`src/rtl/uart_rx.sv`:
```
// UART receiver: 8N1, LSB first, mid-bit sampling behind a two-flop synchronizer.
// Delivers each good byte with a one-cycle strobe and flags bad stop bits.
module uart_rx #(
  parameter int CLKS_PER_BIT = 16
) (
  input  logic       i_Clock,
  input  logic       i_Reset_n,
  input  logic       i_Rx_Serial,
  output logic       o_Rx_DV,
  output logic [7:0] o_Rx_Byte,
  output logic       o_Rx_Active,
  output logic       o_Rx_Frame_Err
);

  localparam logic [8:0] BIT_LAST = 9'(CLKS_PER_BIT - 1);
  localparam logic [8:0] HALF_BIT = 9'((CLKS_PER_BIT - 1) / 2);

  typedef enum logic [2:0] {
    IDLE      = 3'd0,
    START     = 3'd1,
    DATA      = 3'd2,
    STOP      = 3'd3,
    WAIT_HIGH = 3'd4
  } state_t;

  state_t     state, state_next;
  logic       rx_meta, rx_s;
  logic [8:0] cnt, cnt_next;
  logic [2:0] idx, idx_next;
  logic [7:0] shift, shift_next;
  logic [7:0] byte_q, byte_next;
  logic       dv_q, dv_next;
  logic       err_q, err_next;
  logic       active_q, active_next;

  // Synchronizer flops idle high so reset release never looks like a start bit.
  always_ff @(posedge i_Clock or negedge i_Reset_n) begin
    if (!i_Reset_n) begin
      rx_meta <= 1'b1;
      rx_s    <= 1'b1;
    end else begin
      rx_meta <= i_Rx_Serial;
      rx_s    <= rx_meta;
    end
  end

  always_ff @(posedge i_Clock or negedge i_Reset_n) begin
    if (!i_Reset_n) begin
      state    <= IDLE;
      cnt      <= '0;
      idx      <= '0;
      shift    <= '0;
      byte_q   <= '0;
      dv_q     <= 1'b0;
      err_q    <= 1'b0;
      active_q <= 1'b0;
    end else begin
      state    <= state_next;
      cnt      <= cnt_next;
      idx      <= idx_next;
      shift    <= shift_next;
      byte_q   <= byte_next;
      dv_q     <= dv_next;
      err_q    <= err_next;
      active_q <= active_next;
    end
  end

  always_comb begin
    state_next  = state;
    cnt_next    = cnt;
    idx_next    = idx;
    shift_next  = shift;
    byte_next   = byte_q;
    dv_next     = 1'b0;
    err_next    = 1'b0;
    active_next = active_q;

    case (state)
      IDLE: begin
        cnt_next = '0;
        idx_next = '0;
        if (!rx_s) begin
          state_next  = START;
          active_next = 1'b1;
        end
      end

      // A start bit that is no longer low at its centre is treated as noise.
      START: begin
        if (cnt == HALF_BIT) begin
          cnt_next = '0;
          if (!rx_s) begin
            state_next = DATA;
          end else begin
            state_next  = IDLE;
            active_next = 1'b0;
          end
        end else begin
          cnt_next = cnt + 9'd1;
        end
      end

      DATA: begin
        if (cnt == BIT_LAST) begin
          cnt_next        = '0;
          shift_next[idx] = rx_s;
          if (idx == 3'd7) begin
            idx_next   = '0;
            state_next = STOP;
          end else begin
            idx_next = idx + 3'd1;
          end
        end else begin
          cnt_next = cnt + 9'd1;
        end
      end

      STOP: begin
        if (cnt == BIT_LAST) begin
          cnt_next    = '0;
          active_next = 1'b0;
          if (rx_s) begin
            byte_next  = shift;
            dv_next    = 1'b1;
            state_next = IDLE;
          end else begin
            err_next   = 1'b1;
            state_next = WAIT_HIGH;
          end
        end else begin
          cnt_next = cnt + 9'd1;
        end
      end

      // Hold off after a framing error so a break yields a single error pulse.
      WAIT_HIGH: begin
        cnt_next    = '0;
        idx_next    = '0;
        active_next = 1'b0;
        if (rx_s) state_next = IDLE;
      end

      default: begin
        state_next  = IDLE;
        cnt_next    = '0;
        idx_next    = '0;
        active_next = 1'b0;
      end
    endcase
  end

  assign o_Rx_DV        = dv_q;
  assign o_Rx_Byte      = byte_q;
  assign o_Rx_Active    = active_q;
  assign o_Rx_Frame_Err = err_q;

endmodule

```
`config.mk`:
```
export PLATFORM = sky130hd
export DESIGN_NAME = uart_rx
export DESIGN_NICKNAME = d
export VERILOG_FILES = /design/src/rtl/uart_rx.sv
export SDC_FILE = /design/constraint.sdc
export NUM_CORES = 1
export LEC_CHECK = 0
export BUFFER_PORTS_ARGS = -buffer_cell sky130_fd_sc_hd__buf_2
export CAP_MARGIN = 10
export CORE_MARGIN = 2
export CORE_UTILIZATION = 45
export CTS_CLUSTER_SIZE = 28
export DETAILED_ROUTE_END_ITERATION = 6
export PLACE_DENSITY = 0.7
export REMOVE_ABC_BUFFERS = 1
export SETUP_SLACK_MARGIN = 0.3
export SYNTH_ARGS = -nofsm -noshare
export SYNTH_HDL_FRONTEND = slang
export SYNTH_SLANG_ARGS = --single-unit
```
`constraint.sdc`:
```
create_clock -name i_Clock -period 4.8 [get_ports i_Clock]
set_input_delay 0.48 -clock i_Clock [delete_from_list [all_inputs] [get_ports i_Clock]]
set_output_delay 0.48 -clock i_Clock [all_outputs]
set_load 0.05 [all_outputs]
```
# --- Word level (Yosys, flattened, before mapping) ---
# Index checks and enable logic that the tools add are counted.
classes:
  addsub: 2
  muxes: 29
  order_cmp: 2
  n_bitwise: 2
  n_eq_ne: 14
  reduce_logical: 9
op_table:
  columns: ["cell", "count"]
  rows:
  - ["2-to-1 mux 3 bit", 9]
  - ["2-to-1 mux 9 bit", 2]
  - ["case mux 9 bit (2 select lines)", 1]
  - ["case mux 3 bit (5 select lines)", 1]
  - ["!= test 2 bit, second input constant", 7]
  - ["2-to-1 mux 1 bit", 11]
  - ["adder 9 x 1 -> 9 bit, second input constant", 1]
  - ["== test 9 x 3 -> 1 bit, second input constant", 1]
  - ["== test 9 x 4 -> 1 bit, second input constant", 1]
  - ["bitwise mux 8 bit", 1]
  - ["== test 3 x 2 -> 1 bit, second input constant", 2]
  - ["== test 3 bit, second input constant", 2]
  - ["case mux 3 bit (2 select lines)", 1]
  - ["AND reduction 6 bit", 1]
  - ["AND reduction 5 bit", 1]
  - ["less-than comparator 3 x 4 -> 1 bit, second input constant", 1]
  - ["case mux 1 bit (4 select lines)", 1]
  - ["AND reduction 2 bit", 2]
  - ["OR reduction 2 bit", 2]
  - ["adder 3 x 1 -> 3 bit, second input constant", 1]
  - ["demux 1 bit (select 3 bit)", 1]
  - ["== test 3 x 1 -> 1 bit, second input constant", 1]
  - ["greater-or-equal comparator 3 x 1 -> 1 bit, second input constant", 1]
  - ["zero test 3 bit", 1]
  - ["other kinds (4)", 5]
totals:
  wordCells: 68
  in_bits: 3
  register_bits: 36

# --- Logic depth before layout (Yosys ltp) ---
# Gate-level depths: netlist of run 1.
logic_depth:
  word_depth: 5
  ltp_mapped: 5
  depth_no_buf: 5

# --- Worst setup path before layout of run 1 ---
# Ideal clock, no wire load.
synth_timing:
  path_type: "reg-to-reg"
  from: "register cnt[0]"
  to: "register byte_q[0] (netlist: o_Rx_Byte[0])"
  slack_ps: 3193
  stages_incl_launch_ff: 6
  arrival_time_ps: 1482
  period_less_slack_ps: 1607
  required_ps: 4675
  path_cell_list: "dfrtp_1 > ha_1 > and4bb_4 > buf_6 > nand4_4 > mux2_4"
synth_between:
  elab_chain_cells: 2
synth_rtl:
  columns: ["element", "line_no", "text"]
  rows:
  - ["start, declared", "28", "logic [8:0] cnt, cnt_next;"]
  - ["start signal, assigned", "59", "cnt <= cnt_next;"]
  - ["== test 9 x 4 -> 1 bit", "120", "if (cnt == BIT_LAST) begin"]
  - ["AND reduction 3 bit (no line)", null, null]
  - ["end signal, assigned", "62", "byte_q <= byte_next;"]
  - ["end, declared", "31", "logic [7:0] byte_q, byte_next;"]
# Every way passes these cells.
# A chain may end at the register's enable or synchronous reset.

# --- Worst setup path after layout of run 1 ---
layout_timing:
  from: "register cnt[3]"
  to: "register cnt[6]"
layout_between:
  elab_chain_cells: 3
layout_rtl:
  columns: ["element", "line_no", "text"]
  rows:
  - ["adder 9 x 1 -> 9 bit (tied with other cells)", "100, 115, 132", null]
  - ["2-to-1 mux 9 bit, on equally long branches", "105, 120, 91", null]
  - ["case mux 9 bit (2 select lines) (*)", "79", "case (state)"]
  - ["via cnt_next[6]", "28", null]
# Mark *: on every way through the listed nets, which the timed path passes. The rest lies on a longest branch.

==> impl_metrics.toml, run 1 <==
[yosys]
syn_area_um2 = 1903
yosys.area.top_type = "dfrtp_1"
synthDominantCellAreaShare_pct = 44.71
synth-seq-cells = 36
syn_inst = 165
syn_avg_cell_area_um2 = 11.53
ys_seq_area_share_pct = 47.47
yosysWarnings = 0
ys_async_sr_fraction_pct = 100.0
synth.most_common_cell = "dfrtp_1"
synthTopCellsByArea = "dfrtp_1, mux2_4, mux2_2, nand4_1, dfstp_2"
synth_edf_count = 0
synthFlopType = "dfrtp_1"
synthTopCellsByCount = "dfrtp_1, nand4_1, mux2_2, mux2_4, clkbuf_1"
ys_types = 46

[power_and_ir_drop]
power_density_nw_per_um2 = 435.8
ir_worst_vdd_mv = 0.3315
total_power_uw = 895.8
power.leakage_nw = 0.9343

[cts]
clk_latency_ps = 280
cts_buffer_depth = 2
postCtsResizedCells = 0
ctsRootBufferMaster = "clkbuf_8"
clkTransAtPathRegs_ps = 70
holdBufCountCts = 0
cts_buffers = 5
post_cts_buffers = 0
cts_sinks = 36
htree_levels = 2
tritoncts = "yes"

[worst_setup_path]
timing.rr.start = "cnt[3]"
worstSetupStartpoint = "cnt[3]"
rr_worst_depth = 3
path_class = "reg -> reg"
rrSetupSlack_ps = 2970
slowest_delay_ps = 770
cp_max_fo = 25
critPathLaunchType = "flip-flop"
slowest_stage = "dfrtp_1"
path_cells = "nand3_1 > or3_1 > a211oi_1"
endpoint = "cnt[6]"
worstPathArrival_ps = 2010
end_kind = "flip-flop"
reg2reg_to = "cnt[6]"
worst-endpoint-required_ps = 4980

[detailed_routing]
ant_nets = 0
num_vias = 1334
drc = 0
wl_per_cell_um = 15.17
via_per_inst = 6.009
dr.first_iter.drc_count = 99
dr.pass1.iters = 4
wl_mm = 3.367

[die]
dieArea_um2 = 4765
initial_core_util_pct = 47.24
core-area_um2 = 4029
io_pins = 14
dieWidth_um = 69.03
rows = 23
die_h_um = 69.03

[final_layout]
nets = 177
drive_above_1_share_pct = 26.74
syn_to_final_growth_pct = 8.021
n_fill_cell = 370
n_antenna_cell = 0

[min_path]
worstHoldPathType = "in -> async"

[run_status]
status = "finished clean"

[timing]
rsz0062_at_grt = "false"
slew_viol_final = 0
fmax_mhz = 547.5
max_slew_margin_pct = 47.93
skew_ps = 4.523
fin_tns_setup_ps = 0
period_share_pct = 38.05
worst_pin_slew_ps = 781.0
hold_viol_final = 0
setup_viol = 0
period_minus_slack_ps = 1827

[place]
port_buffers = 13
gp_congestion = 0.7279
place.detailed.hpwl_mm = 2.270

[global_routing]
grt_pass1_wl_mm = 5.878
first_global_vias = 1264
gr-usage-all-layers_pct = 15.13
grt_max_degree = 37
grt-ovfl-total = 0
antenna_found_initial = 0

[job]
max_cap_violations = 0
-- layout make-up --
type	count	area, um2	area share [%]
Multi-Input combinational cell	111	912.1	44.37
Sequential cell	36	903.4	43.94
Clock buffer	7	86.33	4.200
Timing Repair Buffer	14	72.57	3.530
Tap cell	50	62.56	3.043
Inverter	3	11.26	0.5478
Clock inverter	1	7.507	0.3652
-- where the power goes --
group	internal (mW)	switching (mW)	total [mW]	leakage, nW
registers	0.345	0.0897	0.435	0.474
logic	0.113	0.130	0.243	0.415
clock network	0.116	0.102	0.218	0.0445
total	0.574	0.321	0.896	0.934
-- critical path: cells and delay by family (launching register included) --
kind | cells | cell delay (ps)
DFF | 1 | 770
AOI/OAI and AO/OA | 1 | 270
and+or+nand+nor | 2 | 690
-- state kept, by name (all words and copies together), names as in the netlist --
name / count
cnt: 9
o_Rx_Byte: 8
shift: 8
idx: 3
state: 3
o_Rx_Active: 1
o_Rx_DV: 1
o_Rx_Frame_Err: 1
rx_meta: 1
rx_s: 1
-- through the flow --
step                hold slack (ps)  std cells  setup slack, ps  util, %  cell area (um2)
global placement              347.5        214             3067    48.70             1962
CTS                           280.3        222             2979    51.02             2056
finish                        275.5        222             2973    51.02             2056
floorplan                     184.4        150             2805        -             1827
detailed placement            349.1        214             2998    48.70             1962
global route                  269.3        222             2791    51.02             2056
-- worst min path at each step --
stage                startpoint           end  slack [ps]  depth (start not counted)
finish                i_Reset_n  o_Rx_Byte[3]         280                          1
global route        i_Rx_Serial       rx_meta         270                          1
CTS                 i_Rx_Serial       rx_meta         280                          1
detailed placement      rx_meta          rx_s         350                          0
global placement        rx_meta          rx_s         350                          0
floorplan             i_Reset_n        cnt[0]         180                          0
-- per-layer routing --
layer  vias up  track usage [%]  routed length [um]
met3         5            4.094                 134
met5         -                0                   0
met2        27            24.79                1691
li1        638                -                   -
met4         0            5.229                  51
met1       664            19.29                1490
-- cell families (layout without fill, tap and decap cells) --
| logic type | Yosys count | in the layout | synth area share, % |
|---|---|---|---|
| buffers and inverters | 18 | 25 | 4.602 |
| muxes | 16 | 16 | 11.05 |
| and+or+nand+nor | 65 | 65 | 24.06 |
| AOI/OAI and AO/OA | 24 | 24 | 9.467 |
| xor gates and xnor gates | 3 | 3 | 1.381 |
| adders and majority gates | 3 | 3 | 1.973 |
| DFF | 36 | 36 | 47.47 |
-- cell usage in the layout, fill, tap and decap left out, types with 4 or more instances in the layout --
| cell | instances |
|---|---|
| dfrtp_1 | 34 |
| nand4_1 | 13 |
| buf_2 | 13 |
| mux2_2 | 8 |
| mux2_4 | 8 |
| clkbuf_8 | 6 |
| nand3_1 | 5 |
| o21ai_0 | 5 |
| nor3_1 | 5 |
| or3_1 | 4 |
| a211oi_1 | 4 |
| nand2_1 | 4 |
| a31oi_1 | 4 |
| and4b_1 | 4 |
Power figures use the tool's default switching activity.
==> inputs of run 2 (changes only) <==
Settings changed: ABC_AREA from default to 1, PLACE_DENSITY 0.7 to 0.73.
Clock period 4.8 ns to 1.6 ns, I/O delays scaled along.
==> run 2 against run 1 <==
- utilization up 8.9 points
- clock skew is 3.1 ps higher
- maximum frequency grew 18%
- first-iteration DRC count down 42%
- clock power grew to 3.7 times the previous value
- sequential share of layout area shrank 3.4 points
- largest power group unchanged
==> impl_metrics.toml, run 2 <==
[power_and_ir_drop]
ir_worst_vdd_mv = 0.6543
total_power_mw = 2.911
power_density_nw_per_um2 = 1308
power.leakage_nw = 1.142

[global_routing]
grt_pass1_wl_mm = 5.878
grt_max_degree = 20
gr-usage-all-layers_pct = 18.08
grt-ovfl-total = 0
antenna_found_initial = 0
first_global_vias = 1349

[timing]
skew_ps = 7.654
setup_viol = 0
holdWs_ps = 334.6
setup_slack_ps = 57.99
rsz0062_at_grt = "true"
fin_tns_setup_ps = 0
period_share_pct = 96.38
period_minus_slack_ps = 1542
slew_viol_final = 0
fmax_mhz = 648.5
max_slew_margin_pct = 70.32
hold_viol_final = 0
worst_pin_slew_ps = 445.3

[yosys]
ys_seq_area_share_pct = 51.39
ys_types = 26
synthFlopType = "dfrtp_1"
ys_async_sr_fraction_pct = 100.0
synthTopCellsByCount = "nand2_1, dfrtp_1, nor2_1, inv_1, nand3_1"
syn_avg_cell_area_um2 = 8.253
synthDominantCellAreaShare_pct = 48.40
synth-seq-cells = 36
synth.most_common_cell = "nand2_1"
yosys.area.top_type = "dfrtp_1"
synth_edf_count = 0
yosysWarnings = 0
synthTopCellsByArea = "dfrtp_1, nand2_1, nand3_1, nor2_1, inv_1"
syn_inst = 213
syn_area_um2 = 1758

[worst_setup_path]
end_kind = "flip-flop"
cp_max_fo = 16
worstPathArrival_ps = 1730
worst-endpoint-required_ps = 1790
path_class = "reg -> reg"
critPathLaunchType = "flip-flop"
rrSetupSlack_ps = 60

[final_layout]
largest_register_ffs = 9
nets = 249
drive_above_1_share_pct = 27.05
n_antenna_cell = 0
fin_cells = 292
final_area_um2 = 2226
n_fill_cell = 319
syn_to_final_growth_pct = 26.62
final_cell_mix = "nand2_1, dfrtp_1, inv_1"
final_common_cell = "nand2_1"
top_register = "cnt"
final_util_pct = 59.90

[cts]
cts_buffers = 5
clkTransAtPathRegs_ps = 80
clk_latency_ps = 300
cts_sinks = 36
htree_levels = 2
tritoncts = "yes"
cts_buffer_depth = 2
ctsRootBufferMaster = "clkbuf_8"

[detailed_routing]
wl_per_cell_um = 12.03
drc = 0
dr.pass1.iters = 4
ant_nets = 0
via_per_inst = 5.003
wl_mm = 3.514
num_vias = 1461
dr.first_iter.drc_count = 57

[job]
max_cap_violations = 0

[die]
core-area_um2 = 3716
dieArea_um2 = 4422
die_h_um = 66.50
initial_core_util_pct = 47.31
dieWidth_um = 66.50
rows = 22
io_pins = 14

[min_path]
worstHoldPathType = "in -> async"

[place]
post-place-ws_ps = -7.366
place.detailed.hpwl_mm = 2.296
gp_congestion = 0.7709
dpl_cell_area_um2 = 1921
dpl.cell_count = 277
port_buffers = 13

[run_status]
status = "finished clean"
-- run 2: cell types whose count changed after synthesis, moves of 4 or more --
| cell | delta |
|---|---|
| clkbuf_1 | -6 |
| mux2_2 | -8 |
| nand4_1 | -4 |
| mux2_4 | -8 |
| inv_1 | +19 |
| nand2_1 | +65 |
| nor2_1 | +20 |
| a211oi_1 | -4 |
| or3_1 | -4 |
| nand3_1 | +14 |
| nor2_4 | +4 |
| and4b_1 | -4 |
-- run 2: kinds of logic after synthesis --
family                     synth area share, %
AOI/OAI and AO/OA                        2.919
xor gates and xnor gates                0.9966
and+or+nand+nor                          36.30
adders and majority gates                2.135
buffers and inverters                    6.262
DFF                                      51.39
-- run 2: area by class of cell --
| class | count | area [um2] | area share (%) |
|---|---|---|---|
| timing repair buffer | 26 | 196.4 | 8.825 |
| multi-input combinational | 150 | 864.6 | 38.84 |
| tap | 48 | 60.06 | 2.698 |
| clock inverter | 3 | 42.54 | 1.911 |
| clock buffer | 5 | 68.82 | 3.092 |
| inverter | 24 | 90.09 | 4.047 |
| sequential | 36 | 903.4 | 40.58 |
-- run 2: final timing paths --
check                      startpoint      endpoint  cells past startpoint
setup / recovery               cnt[1]      shift[2]                      9
hold / removal              i_Reset_n  o_Rx_Byte[4]                      2
setup reg to reg               cnt[1]      shift[2]                      9
hold reg to reg               rx_meta          rx_s                      0
max in group asynchronous   i_Reset_n       rx_meta                      3
min in group i_Clock          rx_meta          rx_s                      0
-- run 2: metal layers --
metal	part of all wire (%)	up-vias	GRT usage, %
met2	46	31	27.63
met4	2.7	0	11.48
met3	4.0	8	4.054
li1	-	746	-
met5	0	-	0
met1	48	676	23.04
-- run 2: power by group --
part,total [mW],switching (mW),internal [mW]
sequential,1.11,0.102,1.01
combinational,0.995,0.639,0.356
clock,0.807,0.346,0.461
-- run 2: critical path: stages, from the launching register on --
cell and delay [ps]:
dfrtp_1 400, ha_4 170, nand2_4 60, nor2_4 170, nand4_4 130, nor2_4 150, buf_12 150, nand3_1 70
nand2_1 70, nand2_1 60
-- run 2: timing repair --
action,CTS,global route
pin swaps,1,7
setup buffers,2,3
hold buffers,2,0
setup endpoints to repair,33,34
gates resized for setup,10,21
endpoints found under the hold margin,19,0
==> inputs of run 3 (changes only) <==
Settings changed: CORE_UTILIZATION 45 to 50, PLACE_DENSITY 0.73 to 0.76.
Clock period 1.6 ns to 1.5 ns, I/O delays scaled along.
==> run 3 against run 2 <==
- the run now ends with setup timing left
- sequential power is 5% higher
- clock-buffer cell count rose by 1
- sequential cell count is the same
- critical path depth did not move
- die area is 9.4% lower
- maximum frequency is 3.0% lower
- clock power decreased by 17%
- combinational power up 9%
- clock skew is 3.8 ps higher
- power is essentially flat
- utilization is 7.4 points higher
- critical endpoint is now shift[0]
- largest cell class unchanged
==> impl_metrics.toml, run 3 (synthesis gave the netlist of run 2 again) <==
[run_status]
status = "complete, but fails checks"
violations = "setup timing"

[final_layout]
syn_to_final_growth_pct = 28.83
drive_above_1_share_pct = 32.53
top_register = "cnt"
nets = 254
n_antenna_cell = 0
final_common_cell = "nand2_1"
n_fill_cell = 272
final_util_pct = 67.34
regArea_um2 = 903.4
largest_register_ffs = 9
final_area_um2 = 2265
final_cell_mix = "nand2_1, dfrtp_1, inv_1"
multi_input_area_um2 = 893.4

[global_routing]
first_global_vias = 1496
grt-ovfl-total = 0
antenna_found_initial = 0
grt_pass1_wl_mm = 6.603
grt_max_degree = 20
gr-usage-all-layers_pct = 21.16

[worst_setup_path]
reg2reg_to = "shift[0]"
rrSetupSlack_ps = -90
end_kind = "flip-flop"
slowest_stage = "dfrtp_1"
timing.rr.start = "cnt[0]"
path_cells = "ha_2 > nand2_2 > nor2_4 > nand4_4 > nor2_4 > buf_12 > nand3_2 > nand2_2 > nand2_1"
worst-endpoint-required_ps = 1740
slowest_delay_ps = 380
path_class = "reg -> reg"
worstPathArrival_ps = 1830
rr_worst_depth = 9
cp_max_fo = 16
critPathLaunchType = "flip-flop"

[min_path]
worstHoldPathType = "in -> async"

[detailed_routing]
wl_mm = 3.841
dr.pass1.iters = 4
dr.first_iter.drc_count = 52
via_per_inst = 5.098
ant_nets = 0
drc = 0
wl_per_cell_um = 13.02
num_vias = 1504

[place]
dpl_cell_area_um2 = 1941
gp_congestion = 0.8331
port_buffers = 13
place.detailed.hpwl_mm = 2.378
post-place-ws_ps = -76.09

[die]
core-area_um2 = 3363
rows = 21
die_h_um = 63.30
dieWidth_um = 63.30
initial_core_util_pct = 52.27
io_pins = 14
dieArea_um2 = 4006

[cts]
cts_buffer_depth = 2
cts_buffers = 5
ctsRootBufferMaster = "clkbuf_4"
cts_sinks = 36
htree_levels = 2
clk_latency_ps = 350
tritoncts = "yes"
clkTransAtPathRegs_ps = 110

[power_and_ir_drop]
power.leakage_nw = 1.143
ir_worst_vdd_mv = 0.9879
p_sw_share_pct = 37.76
power_density_nw_per_um2 = 1284
p_switching_mw = 1.098
comb_power_share_pct = 37.0
seq_power_share_pct = 40.0
pwr-share-clk_pct = 23.1
p_int_mw = 1.810

[timing]
max_slew_margin_pct = 71.18
rsz0062_at_grt = "true"
setup_slack_ps = -90.39
worst_pin_slew_ps = 432.4
period_share_pct = 106.0
setup_viol = 23
skew_ps = 11.47
hold_viol_final = 0
period_minus_slack_ps = 1590
slew_viol_final = 0
fin_tns_setup_ps = -833.0
fmax_mhz = 628.8

[job]
max_cap_violations = 0
-- run 3: changes by cell type in the layout (fill, tap and decap cells not counted), moves of 4 or more --
cell,delta
nand3_2,+6
nand2_1,-4
nand2_2,+5
clkbuf_8,-5
nand3_1,-5
clkbuf_4,+5
-- run 3: what timing repair did --
item,4_1_cts,5_1_grt
setup endpoints to repair,33,34
endpoints found under the hold margin,16,0
hold buffers,2,0
gates resized for setup,23,20
gates cloned,1,0
buffers inserted,3,3
pin swaps,7,8
-- run 3: layer usage --
metal | GRT usage (%) | vias up | share of wire [%]
met5 | 0 | - | 0
met4 | 9.783 | 0 | 1.9
met3 | 4.107 | 9 | 4.1
met2 | 33.91 | 32 | 49
met1 | 27.77 | 716 | 45
li1 | - | 747 | -
-- run 3: power by group through the flow --
stage | Clock, mW | Sequential (mW) | Combinational (mW)
final | 0.671 | 1.16 | 1.08
after global routing | 0.738 | 1.18 | 1.21
after CTS | 0.677 | 1.16 | 0.990
after detailed placement | 0 | 1.17 | 0.854
after global placement | 0 | 1.17 | 0.832
after floorplan | 0 | 1.22 | 0.529
-- run 3: stage by stage --
stage,hold WS [ps],std cells,power (mW)
floorplan,-145.6,210,1.748
global placement,116.4,278,2.002
detailed placement,112.2,278,2.028
CTS,272.6,292,2.824
global route,293.0,295,3.121
finish,260.0,295,2.909
-- run 3: final cells by class --
type,count,share of cell area (%)
well taps,46,2.541
inverters,24,4.088
repair buffers,31,10.66
clock buffers,6,1.823
flip-flops and latches,36,39.89
clock inverters,2,1.547
multi-input cells,150,39.45
-- run 3: worst max path at each step --
stage | startpoint | end | slack, ps | depth (start not counted)
global placement | cnt[0] | o_Rx_Byte[7] | -3 | 8
floorplan | idx[0] | state[1] | 40 | 9
global route | cnt[0] | state[1] | -180 | 10
CTS | cnt[0] | o_Rx_Byte[7] | -30 | 8
finish | cnt[0] | shift[0] | -90 | 9
detailed placement | cnt[0] | o_Rx_Byte[7] | -80 | 8
-- run 3: worst max-delay path: cells and delay by family, from the launching register on --
family,cells,cell delay [ps]
simple gates,7,750
flops,1,380
fa+ha+maj,1,200
buf+inv,1,160
